File: src/rtl/lc3b_types.sv
// rtl/lc3b_types.sv - shared LC-3b types: opcodes, control word, BHT and resolver types
package lc3b_types;

    typedef enum logic [3:0] {
        op_br   = 4'b0000,
        op_add  = 4'b0001,
        op_ldb  = 4'b0010,
        op_stb  = 4'b0011,
        op_jsr  = 4'b0100,
        op_and  = 4'b0101,
        op_ldr  = 4'b0110,
        op_str  = 4'b0111,
        op_rti  = 4'b1000,
        op_not  = 4'b1001,
        op_ldi  = 4'b1010,
        op_sti  = 4'b1011,
        op_jmp  = 4'b1100,
        op_shf  = 4'b1101,
        op_lea  = 4'b1110,
        op_trap = 4'b1111
    } lc3b_opcode;

    typedef struct packed {
        lc3b_opcode opcode;
        logic       is_uncond_control;
    } lc3b_control_word;

    typedef logic [1:0] lc3b_bht_count;

    localparam int BHT_ENTRIES = 8;
    localparam int BHT_INDEX_W = 3;
    localparam lc3b_bht_count BHT_RESET_COUNT = 2'b01;

    typedef enum logic {
        RS_IDLE  = 1'b0,
        RS_FLUSH = 1'b1
    } resolver_state_t;

endpackage

File: src/rtl/bht_counter.sv
// rtl/bht_counter.sv - one 2-bit saturating branch history counter
module bht_counter
    import lc3b_types::*;
(
    input  logic          clk,
    input  logic          reset,
    input  logic          inc,
    input  logic          dec,
    output lc3b_bht_count count
);

    always_ff @(posedge clk) begin
        if (reset) begin
            count <= BHT_RESET_COUNT;
        end else if (inc && count != 2'b11) begin
            count <= count + 2'b01;
        end else if (dec && count != 2'b00) begin
            count <= count - 2'b01;
        end
    end

endmodule

File: src/rtl/wb_branch_resolver.sv
// rtl/wb_branch_resolver.sv - resolves control ops at WB, issues redirects, trains the BHT
module wb_branch_resolver
    import lc3b_types::*;
(
    input  logic             clk,
    input  logic             reset,
    input  logic             load_mem_wb,
    input  logic             wb_is_nop,
    input  lc3b_control_word wb_cntrl,
    input  logic             wb_branch_prediction,
    input  logic             wb_take_jump,
    input  logic [15:0]      wb_pc,
    input  logic [15:0]      wb_pc_mux,
    input  logic [15:0]      wb_flush_pc,
    input  logic             wb_check_target,
    input  logic [15:0]      fetch_pc,
    output logic             predict_taken,
    output logic             flush,
    output logic             redirect_valid,
    output logic [15:0]      redirect_pc,
    output logic [15:0]      branch_count,
    output logic [15:0]      mispredict_count
);

    resolver_state_t        state;
    lc3b_bht_count          bht_count [BHT_ENTRIES];
    logic                   retire;
    logic                   is_cond_br;
    logic                   is_control;
    logic                   mispredict;
    logic                   bht_update;
    logic [BHT_INDEX_W-1:0] wb_index;

    // Retirements seen while flushing belong to the wrong path and are dropped.
    assign retire     = load_mem_wb & ~wb_is_nop & (state == RS_IDLE);
    assign is_cond_br = (wb_cntrl.opcode == op_br);
    assign is_control = is_cond_br | wb_cntrl.is_uncond_control;
    assign mispredict = retire & is_control &
                        ((wb_branch_prediction != wb_take_jump) |
                         (wb_check_target & wb_take_jump & (wb_pc_mux != wb_flush_pc)));
    assign bht_update = retire & is_cond_br;
    assign wb_index   = wb_pc[3:1];

    for (genvar i = 0; i < BHT_ENTRIES; i++) begin : gen_bht
        bht_counter u_counter (
            .clk   (clk),
            .reset (reset),
            .inc   (bht_update &  wb_take_jump & (wb_index == BHT_INDEX_W'(i))),
            .dec   (bht_update & ~wb_take_jump & (wb_index == BHT_INDEX_W'(i))),
            .count (bht_count[i])
        );
    end

    // Lookup reads the registered counters, so a same-cycle update is not visible.
    assign predict_taken = bht_count[fetch_pc[3:1]][1];

    always_ff @(posedge clk) begin
        if (reset) begin
            state            <= RS_IDLE;
            flush            <= 1'b0;
            redirect_valid   <= 1'b0;
            redirect_pc      <= 16'h0000;
            branch_count     <= 16'h0000;
            mispredict_count <= 16'h0000;
        end else begin
            case (state)
                RS_IDLE: begin
                    if (mispredict) begin
                        state          <= RS_FLUSH;
                        flush          <= 1'b1;
                        redirect_valid <= 1'b1;
                        redirect_pc    <= wb_take_jump ? wb_pc_mux : wb_pc;
                    end
                end
                RS_FLUSH: begin
                    if (load_mem_wb) begin
                        state          <= RS_IDLE;
                        flush          <= 1'b0;
                        redirect_valid <= 1'b0;
                    end
                end
                default: begin
                    state          <= RS_IDLE;
                    flush          <= 1'b0;
                    redirect_valid <= 1'b0;
                end
            endcase
            if (bht_update) begin
                branch_count <= branch_count + 16'd1;
            end
            if (mispredict) begin
                mispredict_count <= mispredict_count + 16'd1;
            end
        end
    end

endmodule

File: config.mk
export PLATFORM = sky130hd
export DESIGN_NAME = wb_branch_resolver
export DESIGN_NICKNAME = d
export VERILOG_FILES = /design/src/rtl/lc3b_types.sv /design/src/rtl/bht_counter.sv /design/src/rtl/wb_branch_resolver.sv
export SDC_FILE = /design/constraint.sdc
export NUM_CORES = 1
export LEC_CHECK = 0
export CORE_MARGIN = 4
export CORE_UTILIZATION = 44
export CTS_CLUSTER_SIZE = 40
export DETAILED_ROUTE_END_ITERATION = 8
export PLACE_DENSITY = 0.8
export SYNTH_ARGS = -nofsm -noshare
export SYNTH_HDL_FRONTEND = slang
export SYNTH_HIERARCHICAL = 1
export SYNTH_SLANG_ARGS = --single-unit
File: constraint.sdc
create_clock -name clk -period 2.15 [get_ports clk]
set_input_delay 0.3225 -clock clk [delete_from_list [all_inputs] [get_ports clk]]
set_output_delay 0.3225 -clock clk [all_outputs]
set_load 0.01 [all_outputs]
[After elaboration in Yosys (flattened, before gate mapping)]
Index checks and enable logic that the tools add are counted.
Cells by class
  $add $sub $neg: 18
  multipliers: 0
  divide/modulo/power cells: 0
  order comparisons: 1
  equality and inequality tests: 19
  shift operators: 0
  muxes and demuxes: 26
  bitwise gates (word level): 31
  reduce and logical (&&, ||, !) cells: 36
Operators with widths (count)
  $mux 2: 18
  $add 16x1->16 const B: 2
  $reduce_bool 2->1: 16
  $and 1x1->1: 25
  $ne 2x2->1 const B: 10
  $add 2x1->2 const B: 8
  $logic_and 1x1->1: 16
  $mux 16: 1
  $ne 16x16->1: 1
  $sub 2x1->2 const B: 8
  $eq 3x3->1 const B: 4
  $bmux 2 s3: 1
  $eq 3x2->1 const B: 2
  $ge 4x4->1 const B: 1
  $logic_not 4->1: 1
  $mux 1: 4
  $not 3->4: 1
  $pmux 1 s2: 2
  $reduce_and 2->1: 2
  $eq 3x1->1 const B: 1
  $logic_not 3->1: 1
  $not 1->1: 3
  $or 1x1->1: 2
  $ne 1x1->1: 1
Storage, ports and cells
  register bits: 66
  latch bits: 0
  bits in writable memories: 0
  bits in read-only memories: 0
  logic and storage cells: 144
  memories: 0

[Logic depth before layout (Yosys ltp)]
  depth in word-level cells: 9
  gate-level depth with buffers: 8
  mapped depth without buffers: 8

[By module]
Netlist, hierarchy kept.
By module, submodules not included
  wb_branch_resolver: instances 1, cells an instance 304, area each 2618.8 sq um, sequential area each 1001.0 sq um
  bht_counter: instances 8, cells an instance 11, area each 91.3 sq um, sequential area each 40.0 sq um

[Least setup slack after synthesis]
No wires, ideal clock.
  path kind: in2reg
  from: input port wb_cntrl[2] (netlist bit)
  to: register branch_count[14]
  setup time: 0.070 ns
  data arrival time: 1.721 ns
  path slack: 0.358 ns
  cell stages on the path: 7
  buffers on the path: 1
  cell sequence: nor4_4 and3_1 buf_6 nand4_4 or2_4 or3_1 a21oi_1
Between the ends
  word-level cells in the longest chain between the ends: 2
RTL lines
  from (decl): RTL line wb_branch_resolver.sv:9  | input lc3b_control_word wb_cntrl,
  $logic_not 4->1: RTL line wb_branch_resolver.sv:36  | assign is_cond_br = (wb_cntrl.opcode == op_br);
  $and 1x1->1: RTL line wb_branch_resolver.sv:41  | assign bht_update = retire & is_cond_br;
  to (signal assigned): RTL line wb_branch_resolver.sv:89  | branch_count <= branch_count + 16'd1;
  to (decl): RTL line wb_branch_resolver.sv:21  | output logic [15:0] branch_count,
No other way between the ends.
A chain may end at the register's enable or synchronous reset.

[Worst setup path after layout]
  from: input port wb_cntrl[2] (netlist bit)
  to: register mispredict_count[15]
Between the ends
  word-level cells in the longest chain between the ends: 4
RTL lines
  $logic_not 4->1: RTL line wb_branch_resolver.sv:36
  $or 1x1->1: RTL line wb_branch_resolver.sv:37  | assign is_control = is_cond_br | wb_cntrl.is_uncond_control;
  $and 1x1->1 (2 in a row): RTL line wb_branch_resolver.sv:38  | assign mispredict = retire & is_control &
  to (signal assigned): RTL line wb_branch_resolver.sv:92  | mispredict_count <= mispredict_count + 16'd1;
  to (decl): RTL line wb_branch_resolver.sv:22  | output logic [15:0] mispredict_count
No other way between the ends.

==> results_dict.tcl <==
set metrics [dict create \
    outcome "finished clean" \
    rsz0062_at_grt "true" \
    grt_pass1_wl_um 14400 \
    worstPathRequired_ns 2.37 \
    crit_buf_inv 2 \
    grt_overflow 0 \
    drv_cap 0 \
    arrival_ns 2.30 \
    root_buffer "clkbuf_8" \
    hold-worst-slack_ns 0.470 \
    worstSetupPathType "input port to register" \
    synthesis.instances 392 \
    syn2layout_area_growth_pct 52.0 \
    p_clk_share_pct 44.1 \
    grt.met2_usage_pct 36.7 \
    tightest_slew_ns 0.575 \
    antenna_found_initial 0 \
    power.leakage_nw 1.81 \
    setup_viol 0 \
    yosysTopAreaCell "dfxtp_1" \
    syn_area_um2 3350 \
    max_slew_margin_pct 61.7 \
    reg2reg_from "state" \
    place_inst 622 \
    synth.area.top_cells "dfxtp_1 (39%), nor2_1 (6.1%), xnor2_1 (5.8%)" \
    wirelength_um 8750 \
    clock_latency_ns 0.34 \
    ctsHtreeMaxLevel 3 \
    layout.cells.non_filler 640 \
    yosys.area_share.xor_xnor_pct 8.11 \
    max_freq_ghz 0.482 \
    io_buffers 113 \
    grt_max_degree 33 \
    fin_crit_sh_pct 96.6 \
    globalRouteMet1Util_pct 22.4 \
    syn_area_per_cell_um2 8.54 \
    min_period_ns 2.08 \
    r2r-end "mispredict_count[15]" \
    dr.first_iter.drc_count 97 \
    grt_busiest_layer "met2" \
    initial_core_util_pct 45.7 \
    pre_cts_slack_ns -0.308 \
    nets 614 \
    cpMaxStageDelayCell "clkdlybuf4s50_1" \
    path_max_fanout 4 \
    synth-seq-cells 66 \
    ant_nets 0 \
    synth.distinct_cells 42 \
    cts.clk_slew.worst_paths_ns 0.07 \
    first_pass_iters 4 \
    rrSetupSlack_ns 0.23 \
    finalHoldViolCount 0 \
    n_antenna_cell 0 \
    ir_drop_mv 0.348 \
    hpwl_um 6830 \
    cts_tree "yes" \
    fin_ws_ns 0.0740 \
    grt_use_total_pct 20.1 \
    die_area_um2 9070 \
    die_height_um 95.3 \
    ys_seq_area_share_pct 39.4 \
    drt-vias-per-instance 5.21 \
    path_delay_family "simple AND/OR/NAND/NOR gates" \
    hold_class "register to register" \
    worst_r2r_path_depth 7 \
    skew_ns 0.00509 \
    via_count 3335 \
    io_pins 127 \
    slew_violations 0 \
    remaining_drc_errors 0 \
    power.switching_mw 0.644 \
    switching_share_pct 22.5 \
    place.gp.congestion 0.795 \
    yosys.area_share.adder_pct 0.747 \
    synth_compound_area_share_pct 15.1 \
    worst_setup_path_end_kind "register" \
    numCtsBuffers 9 \
    slowest_delay_ns 0.44 \
    drive_above_1_share_pct 14.2 \
    pwr-share-comb_pct 12.1 \
    path_depth 7 \
    grt_use_met3_pct 4.74 \
    ctsLongestPathBuffers 2 \
    routedWlPerCell_um 13.7 \
    p_per_area_nw_per_um2 562 \
    cts_sinks 66 \
    critPathCapture "mispredict_count[15]" \
    finalSetupTns_ns 0 \
    start_kind "input port" \
    core-area_um2 7330 \
    die_w_um 95.3 \
    synth_top_family_by_area "simple AND/OR/NAND/NOR gates" \
    netlist.area_leader.share_pct 39.4 \
    synthSimpleGateAreaFrac_pct 25.8 \
    rows 31 \
    path_cells "clkdlybuf4s50_1 -> nor4_4 -> o21bai_1 -> a21o_1 -> buf_4 -> nor4_1 -> mux2_2" \
    utilization_pct 69.4 \
    crit_start "wb_cntrl[2]" \
    synth.area.mux_share_pct 6.80 \
    sequentialPowerShare_pct 43.7 \
    grt_pass1_vias 3247 \
    hp-start "gen_bht[0].u_counter/count[0]" \
    intPower_mw 2.22 \
    syn_nets 470 \
    yosys_warnings 6 \
]
final cells by class:
cell class              instances  area (um2)
inverters                      14        52.6
clock buffers                   9         124
flip-flops and latches         66        1320
fillers                       589        2240
repair buffers                150        1430
clock inverters                 7         118
multi-input cells             295        1930
well taps                      99         124
through the flow:
step	power (mW)	cell area, um2
floorplan	1.41	3350
global placement	1.62	4810
detailed placement	1.62	4810
CTS	2.88	5050
global route	2.97	5090
finish	2.86	5090
timing repair:
item	CTS	global route
endpoints found under the setup margin	1	13
buffers inserted	0	2
hold buffers	0	0
resized for setup	2	7
pin swaps	0	0
logic make-up (layout without fill, tap and decap cells):
family / count (synthesis) / after routing
AO/OA/AOI/OAI: 85 / 85
buffers and inverters: 31 / 180
XOR/XNOR: 31 / 31
AND/OR/NAND/NOR: 157 / 157
multiplexers: 20 / 20
adder cells (fa/ha/maj): 2 / 2
flip-flops: 66 / 66
per-layer routing:
layer | share of wire [%] | up-vias
met5 | 0 | -
met3 | 6.3 | 14
li1 | - | 1685
met1 | 42 | 1543
met2 | 50 | 93
met4 | 1.8 | 0
state kept, by name (all words and copies together) (netlist names):
name                     flops
redirect_valid               1
gen_bht.u_counter/count     16
redirect_pc                 16
branch_count                16
state                        1
mispredict_count            16
layout by cell type (no fill, tap or decap), types with 9 or more instances in the layout:
cell type / instances
clkdlybuf4s50_1: 110
inv_1: 14
buf_4: 35
clkbuf_8: 9
o21ai_0: 9
nand2_1: 17
xor2_1: 9
a211oi_1: 18
dfxtp_1: 66
nor2_1: 54
nand2b_1: 19
xnor2_1: 22
nor3_2: 10
a21oi_1: 32
nand3_1: 13
mux2i_1: 16
synthesized netlist by cell type:
master,n
buf_4,1
nand4_1,7
a21oi_1,33
nand3_1,14
clkbuf_1,9
nand3b_1,2
o21ai_0,9
nand2b_1,19
nor4b_1,1
a31oi_1,8
or3_1,8
mux2i_1,16
mux2_2,2
nor2b_1,1
nand2_1,17
and3_1,7
or4_1,5
nor3_2,8
nor3_1,4
ha_1,2
buf_6,1
buf_1,2
nor4_1,5
dfxtp_1,66
o21ai_1,8
nor2_1,54
mux4_2,2
a21oi_2,1
o2111ai_1,1
nor4_2,1
buf_2,4
o31ai_1,5
inv_1,14
o21bai_1,1
xnor2_1,22
or4b_1,1
a211oi_1,18
nor4_4,1
xor2_1,9
nand4_4,1
a21o_1,1
or2_4,1
worst min path at each step:
stage	endpoint	slack, ns	depth (start not counted)
global route	gen_bht[4].u_counter/count[0]	0.49	1
finish	gen_bht[0].u_counter/count[0]	0.47	1
floorplan	gen_bht[0].u_counter/count[1]	0.39	1
global placement	gen_bht[3].u_counter/count[0]	0.45	1
CTS	mispredict_count[3]	0.45	2
detailed placement	redirect_valid	0.46	1
power by group through the flow:
| stage | clock network [mW] | registers (mW) | logic (mW) |
|---|---|---|---|
| final | 1.26 | 1.25 | 0.347 |
| after global routing | 1.34 | 1.25 | 0.375 |
| after CTS | 1.29 | 1.25 | 0.346 |
| after detailed placement | 0 | 1.28 | 0.345 |
| after global placement | 0 | 1.28 | 0.337 |
| after floorplan | 0 | 1.29 | 0.123 |
Power figures use the tool's default switching activity.
